==> src/rtl/rx_link_reset.sv <==
// GTX receive-side link bring-up sequencer: CDR, PCS and elastic-buffer resets, then alignment qualification.
// Optional feature: define RX_ERR_CNT_EN to build the saturating recovery counter behind RX_ERR_CNT.
module rx_link_reset #(
  parameter int CDR_DLY_LONG  = 2047,
  parameter int CDR_DLY_SHORT = 127,
  parameter int ALIGN_TMO     = 4095,
  parameter int RST_PULSE     = 4
) (
  input  logic       CLK,
  input  logic       RST_N,
  input  logic       PLLLKDET,
  input  logic       RX_RATE,
  input  logic       INIT,
  input  logic       RXBYTEISALIGNED,
  input  logic [2:0] RXBUFSTATUS,
  output logic       RXCDRRESET,
  output logic       RXRESET,
  output logic       RXBUFRESET,
  output logic       RX_READY,
  output logic [7:0] RX_ERR_CNT
);

  localparam int MAX_A   = (CDR_DLY_LONG > CDR_DLY_SHORT) ? CDR_DLY_LONG : CDR_DLY_SHORT;
  localparam int MAX_B   = (ALIGN_TMO > RST_PULSE) ? ALIGN_TMO : RST_PULSE;
  localparam int CNT_MAX = (MAX_A > MAX_B) ? MAX_A : MAX_B;
  localparam int CNT_W   = $clog2(CNT_MAX + 1);

  localparam logic [CNT_W-1:0] LD_PULSE = CNT_W'(RST_PULSE - 1);
  localparam logic [CNT_W-1:0] LD_LONG  = CNT_W'(CDR_DLY_LONG);
  localparam logic [CNT_W-1:0] LD_SHORT = CNT_W'(CDR_DLY_SHORT);
  localparam logic [CNT_W-1:0] LD_TMO   = CNT_W'(ALIGN_TMO - 1);
  localparam logic [CNT_W-1:0] CNT_ONE  = CNT_W'(1);

  typedef enum logic [2:0] {
    WAIT_LOCK,
    CDR_RST,
    CDR_WAIT,
    PCS_RST,
    BUF_RST,
    WAIT_ALIGN,
    READY
  } state_t;

  state_t           state_q, state_d;
  logic [CNT_W-1:0] cnt_q, cnt_d;
  logic [2:0]       acnt_q, acnt_d;
  logic             lock_s1_q, lock_s1_d, lock_s2_q, lock_s2_d;
  logic             algn_s1_q, algn_s1_d, algn_s2_q, algn_s2_d;
  logic             cdr_q, cdr_d, pcs_q, pcs_d, bufr_q, bufr_d, rdy_q, rdy_d;
  logic             buf_err, cnt_zero;

  always_ff @(posedge CLK or negedge RST_N) begin
    if (!RST_N) begin
      state_q   <= WAIT_LOCK;
      cnt_q     <= '0;
      acnt_q    <= '0;
      lock_s1_q <= 1'b0;
      lock_s2_q <= 1'b0;
      algn_s1_q <= 1'b0;
      algn_s2_q <= 1'b0;
      cdr_q     <= 1'b0;
      pcs_q     <= 1'b0;
      bufr_q    <= 1'b0;
      rdy_q     <= 1'b0;
    end else begin
      state_q   <= state_d;
      cnt_q     <= cnt_d;
      acnt_q    <= acnt_d;
      lock_s1_q <= lock_s1_d;
      lock_s2_q <= lock_s2_d;
      algn_s1_q <= algn_s1_d;
      algn_s2_q <= algn_s2_d;
      cdr_q     <= cdr_d;
      pcs_q     <= pcs_d;
      bufr_q    <= bufr_d;
      rdy_q     <= rdy_d;
    end
  end

  always_comb begin
    lock_s1_d = PLLLKDET;
    lock_s2_d = lock_s1_q;
    algn_s1_d = RXBYTEISALIGNED;
    algn_s2_d = algn_s1_q;
    state_d   = state_q;
    cnt_d     = cnt_q;
    acnt_d    = '0;
    buf_err   = (RXBUFSTATUS == 3'b101) || (RXBUFSTATUS == 3'b110);
    cnt_zero  = (cnt_q == '0);

    // Each timed state is entered with its counter preloaded and leaves on the cycle it reads zero.
    case (state_q)
      WAIT_LOCK: begin
        if (lock_s2_q) begin
          state_d = CDR_RST;
          cnt_d   = LD_PULSE;
        end
      end
      CDR_RST: begin
        if (cnt_zero) begin
          state_d = CDR_WAIT;
          cnt_d   = RX_RATE ? LD_SHORT : LD_LONG;
        end else begin
          cnt_d = cnt_q - CNT_ONE;
        end
      end
      CDR_WAIT: begin
        if (cnt_zero) begin
          state_d = PCS_RST;
          cnt_d   = LD_PULSE;
        end else begin
          cnt_d = cnt_q - CNT_ONE;
        end
      end
      PCS_RST: begin
        if (cnt_zero) begin
          state_d = BUF_RST;
          cnt_d   = LD_PULSE;
        end else begin
          cnt_d = cnt_q - CNT_ONE;
        end
      end
      BUF_RST: begin
        if (cnt_zero) begin
          state_d = WAIT_ALIGN;
          cnt_d   = LD_TMO;
        end else begin
          cnt_d = cnt_q - CNT_ONE;
        end
      end
      WAIT_ALIGN: begin
        // Alignment on the eighth consecutive cycle wins over a timeout landing on the same cycle.
        if (algn_s2_q && (acnt_q == 3'd7)) begin
          state_d = READY;
        end else if (cnt_zero) begin
          state_d = CDR_RST;
          cnt_d   = LD_PULSE;
        end else begin
          cnt_d = cnt_q - CNT_ONE;
          if (algn_s2_q) acnt_d = acnt_q + 3'd1;
        end
      end
      READY: begin
        if (buf_err) begin
          state_d = BUF_RST;
          cnt_d   = LD_PULSE;
        end else if (!algn_s2_q) begin
          state_d = WAIT_ALIGN;
          cnt_d   = LD_TMO;
        end
      end
      default: begin
        state_d = WAIT_LOCK;
        cnt_d   = '0;
      end
    endcase

    if (!lock_s2_q || INIT) begin
      state_d = WAIT_LOCK;
      cnt_d   = '0;
      acnt_d  = '0;
    end

    cdr_d  = (state_d == CDR_RST);
    pcs_d  = (state_d == PCS_RST);
    bufr_d = (state_d == BUF_RST);
    rdy_d  = (state_q == READY) && (state_d == READY);
  end

  assign RXCDRRESET = cdr_q;
  assign RXRESET    = pcs_q;
  assign RXBUFRESET = bufr_q;
  assign RX_READY   = rdy_q;

`ifdef RX_ERR_CNT_EN
  logic [7:0] err_q, err_d;
  logic       err_inc;

  // Recoveries are the alignment timeout and any exit from READY other than a restart to WAIT_LOCK.
  always_comb begin
    err_inc = ((state_q == WAIT_ALIGN) && (state_d == CDR_RST)) ||
              ((state_q == READY) && (state_d != READY) && (state_d != WAIT_LOCK));
    err_d   = err_q;
    if (err_inc && (err_q != 8'hFF)) err_d = err_q + 8'd1;
  end

  always_ff @(posedge CLK or negedge RST_N) begin
    if (!RST_N) err_q <= '0;
    else        err_q <= err_d;
  end

  assign RX_ERR_CNT = err_q;
`else
  assign RX_ERR_CNT = 8'h00;
`endif

endmodule

==> config.mk <==
export PLATFORM = sky130hd
export DESIGN_NAME = rx_link_reset
export DESIGN_NICKNAME = d
export VERILOG_FILES = /design/src/rtl/rx_link_reset.sv
export SDC_FILE = /design/constraint.sdc
export NUM_CORES = 1
export LEC_CHECK = 0
export ABC_CLOCK_PERIOD_IN_PS = 5000
export CAP_MARGIN = 20
export CORE_MARGIN = 3
export CORE_UTILIZATION = 45
export CTS_CLUSTER_SIZE = 16
export DETAILED_ROUTE_END_ITERATION = 8
export GPL_TIMING_DRIVEN = 0
export PLACE_DENSITY = 0.72
export SYNTH_ARGS = -nofsm -noshare
export SYNTH_HDL_FRONTEND = slang
export SYNTH_SLANG_ARGS = --single-unit
==> constraint.sdc <==
create_clock -name CLK -period 5 [get_ports CLK]
set_input_delay 0.5 -clock CLK [delete_from_list [all_inputs] [get_ports CLK]]
set_output_delay 0.5 -clock CLK [all_outputs]
set_load 0.005 [all_outputs]
==> metrics.md <==
| Metric | Value |
|---|---|
| Status | `finished, final reports clean` |
| Critical path required time | `5.13 ns` |
| Leakage | `0.8687 nW` |
| Seq/Total Area, Yosys | `0.3586` |
| # setup viols final | `0` |
| Critical path launch point type | `flop` |
| Worst-path clk slew | `0.09 ns` |
| Ranking of synthesized cells by area | `dfrtp_1, o32ai_2, buf_4, inv_1, a21oi_1` |
| Clock latency on the worst-skew pair | `0.27 ns` |
| Unique masters post-synth | `57` |
| Die area | `4830 µm²` |
| Routing usage on met1 | `0.2527` |
| Fmax | `0.3041 GHz` |
| Most frequent cell after synthesis | `dfrtp_1` |
| I/O pin count | `21` |
| Final Hold Vio Count | `0` |
| Max stage delay cell, worst path | `o21ai_1` |
| Clk sinks | `26` |
| PD cells | `231.0 nW/µm²` |
| Synth async-reset ratio | `1.000` |
| WL/cell | `15.44 µm` |
| H-tree Lvls | `1` |
| Cell Area, Synth | `1814 µm²` |
| Critical Path Sink Type | `flop` |
| Yosys reg bits | `26` |
| Hold_sp | `algn_s1_q` |
| Synth warn | `0` |
| Vias in the first global route | `1542` |
| Total Routed Length | `4.123 mm` |
| Critical path type | `reg2reg` |
| Setup bufs post-CTS | `0` |
| Routed Antenna Nets | `0` |
| GR Util met3 | `0.03768` |
| CORE AREA | `3771 µm²` |
| Area Overhead vs Synth | `16.83%` |
| Number of flops mapped to enable cells by yosys | `0` |
| Primary FF master, synth | `dfrtp_1` |
| DP HPWL | `3.169 mm` |
| Total Nets Final | `232` |
| RSZ-0062 raised after global routing | `false` |
| Final Util | `0.5620` |
| CTS tree | `built` |
| Fin crit share | `0.6576` |
| Maximum vdd drop | `0.1792 mV` |
| Port Buf Inserts | `12` |
| Busiest layer in global routing | `met2` |
| Synth top area share | `0.3586` |
| DR pass1 iterations | `4` |
| Total number of vias | `1536` |
| Post_cts resized | `0` |
| Largest net degree at the start of global routing | `17` |
| Clock Path Buffers | `2` |
| Post-DR vias/cell | `5.753` |
| Critical-path maximum fanout | `10` |
| First-pass GRT wire length | `7.189 mm` |
| Initial Util | `0.4811` |
| Worst hold path type | `reg2reg` |
| Area after DPL | `2048 µm²` |
| Crit path from | `cnt_q[0]` |
| CTS root buffer | `clkbuf_8` |
| Max cap viols | `0` |
| Cell chain of the critical path | `inv_1 -> ha_1 -> or3b_1 -> clkbuf_1 -> nor4_2 -> mux2_2 -> o21ai_1 -> buf_2 -> o32ai_2` |
| CTS Buf Count | `3` |
| Commonest cells in the netlist | `dfrtp_1, inv_1, nor2_1` |
| Max-slew violations | `0` |
| Die Ht | `69.50 µm` |
| Core Rows | `22` |
| Arrival time worst endpoint | `3.41 ns` |
| First DRT Iteration DRCs | `101` |
| Design Area, Final | `2120 µm²` |
| Slew HR | `0.5695` |
| GRT Util Overall | `0.1793` |
| Die X | `69.50 µm` |
| Routability cong. | `0.8967` |
| Clock skew | `0.001288 ns` |
| Share of cells above drive strength 1 | `0.1689` |
| Slew at the pin with the worst max-slew slack | `0.6374 ns` |
| FF-to-FF Start | `cnt_q[0]` |
| N_diodes | `0` |
| Fin crit period | `3.288 ns` |
| Initial antenna violation count | `0` |
| Overflow after GRT | `0` |
| Syn Inst Count | `195` |
| Yosys top cell by area | `dfrtp_1` |
| Setup TNS | `0 ns` |
| Crit path largest cell delay | `0.48 ns` |
| Mean Syn Cell Area | `9.304 µm²` |
| DRC errors left | `0` |
| CTS Hold Buffers Added | `0` |
| Grt met2 use | `0.2839` |
## cells by family after synthesis
logic type	share of synthesized area
xor gates and xnor gates	0.03379
AOI/OAI and AO/OA	0.2607
other	0.002067
buffers and inverters	0.1069
and+or+nand+nor	0.2110
DFF	0.3586
muxes	0.006206
adders and majority gates	0.02069
## through the flow
stage	setup WS [ns]	hold WS [ns]	cells	total power, mW
2_1_floorplan	2.273	0.2044	202	0.2895
3_3_place_gp	1.770	0.3313	262	0.3151
3_5_place_dp	1.724	0.3347	263	0.3191
4_1_cts	1.707	0.3568	267	0.4955
5_1_grt	1.485	0.3724	267	0.5159
6_report	1.712	0.3554	267	0.4895
## power by group
part           switching [mW]  total (mW)  internal, mW
Combinational          0.0544      0.0967        0.0423
Clock                  0.0662       0.173         0.107
Sequential            0.00436       0.219         0.215
Total                   0.125       0.490         0.365
## layer usage
metal | up-vias | wire, µm
met2 | 37 | 1963
met4 | 0 | 56
met3 | 10 | 180
li1 | 764 | -
met5 | - | 0
met1 | 725 | 1924
## area by class of cell
| type | count | area (µm²) |
|---|---|---|
| plain buffers | 22 | 130.1 |
| clock buffers | 3 | 41.29 |
| clock inverters | 1 | 30.03 |
| fillers | 347 | 1652 |
| inverters | 17 | 63.81 |
| multi-input cells | 137 | 996.0 |
| flip-flops and latches | 26 | 650.6 |
| well taps | 48 | 60.06 |
| repair buffers | 13 | 147.6 |
## path summary, 6_finish.rpt
check | to | slack (ns) | cells past startpoint
min in group asynchronous | cnt_q[0] | 0.61 | 1
max in group asynchronous | cnt_q[9] | 3.91 | 2
worst max-delay path | cnt_q[2] | 1.71 | 9
worst min register to register | algn_s2_q | 0.36 | 0
worst max register to register | cnt_q[2] | 1.71 | 9
worst min-delay path | algn_s2_q | 0.36 | 0
## worst max-delay path: cells and delay by family, from the launching register on
family          cells  cell delay, ns
mux                 1            0.42
simple gates        2            0.73
buf+inv             3            0.76
flops               1            0.40
fa+ha+maj           1            0.21
compound gates      2            0.61
## cell usage in the layout (no fill, tap or decap), types with 8 or more instances in the layout
| cell type | count |
|---|---|
| a21oi_1 | 10 |
| buf_4 | 8 |
| clkbuf_1 | 10 |
| clkdlybuf4s50_1 | 12 |
| conb_1 | 8 |
| dfrtp_1 | 26 |
| inv_1 | 16 |
| nor2_1 | 12 |
| o32ai_2 | 8 |
## sequential cells by signal (all words and copies together), names as in the netlist
register	count
RXRESET	1
cnt_q	12
RXBUFRESET	1
state_q	3
algn_s1_q	1
RXCDRRESET	1
acnt_q	3
RX_READY	1
lock_s1_q	1
lock_s2_q	1
algn_s2_q	1
Power figures use the tool's default switching activity.
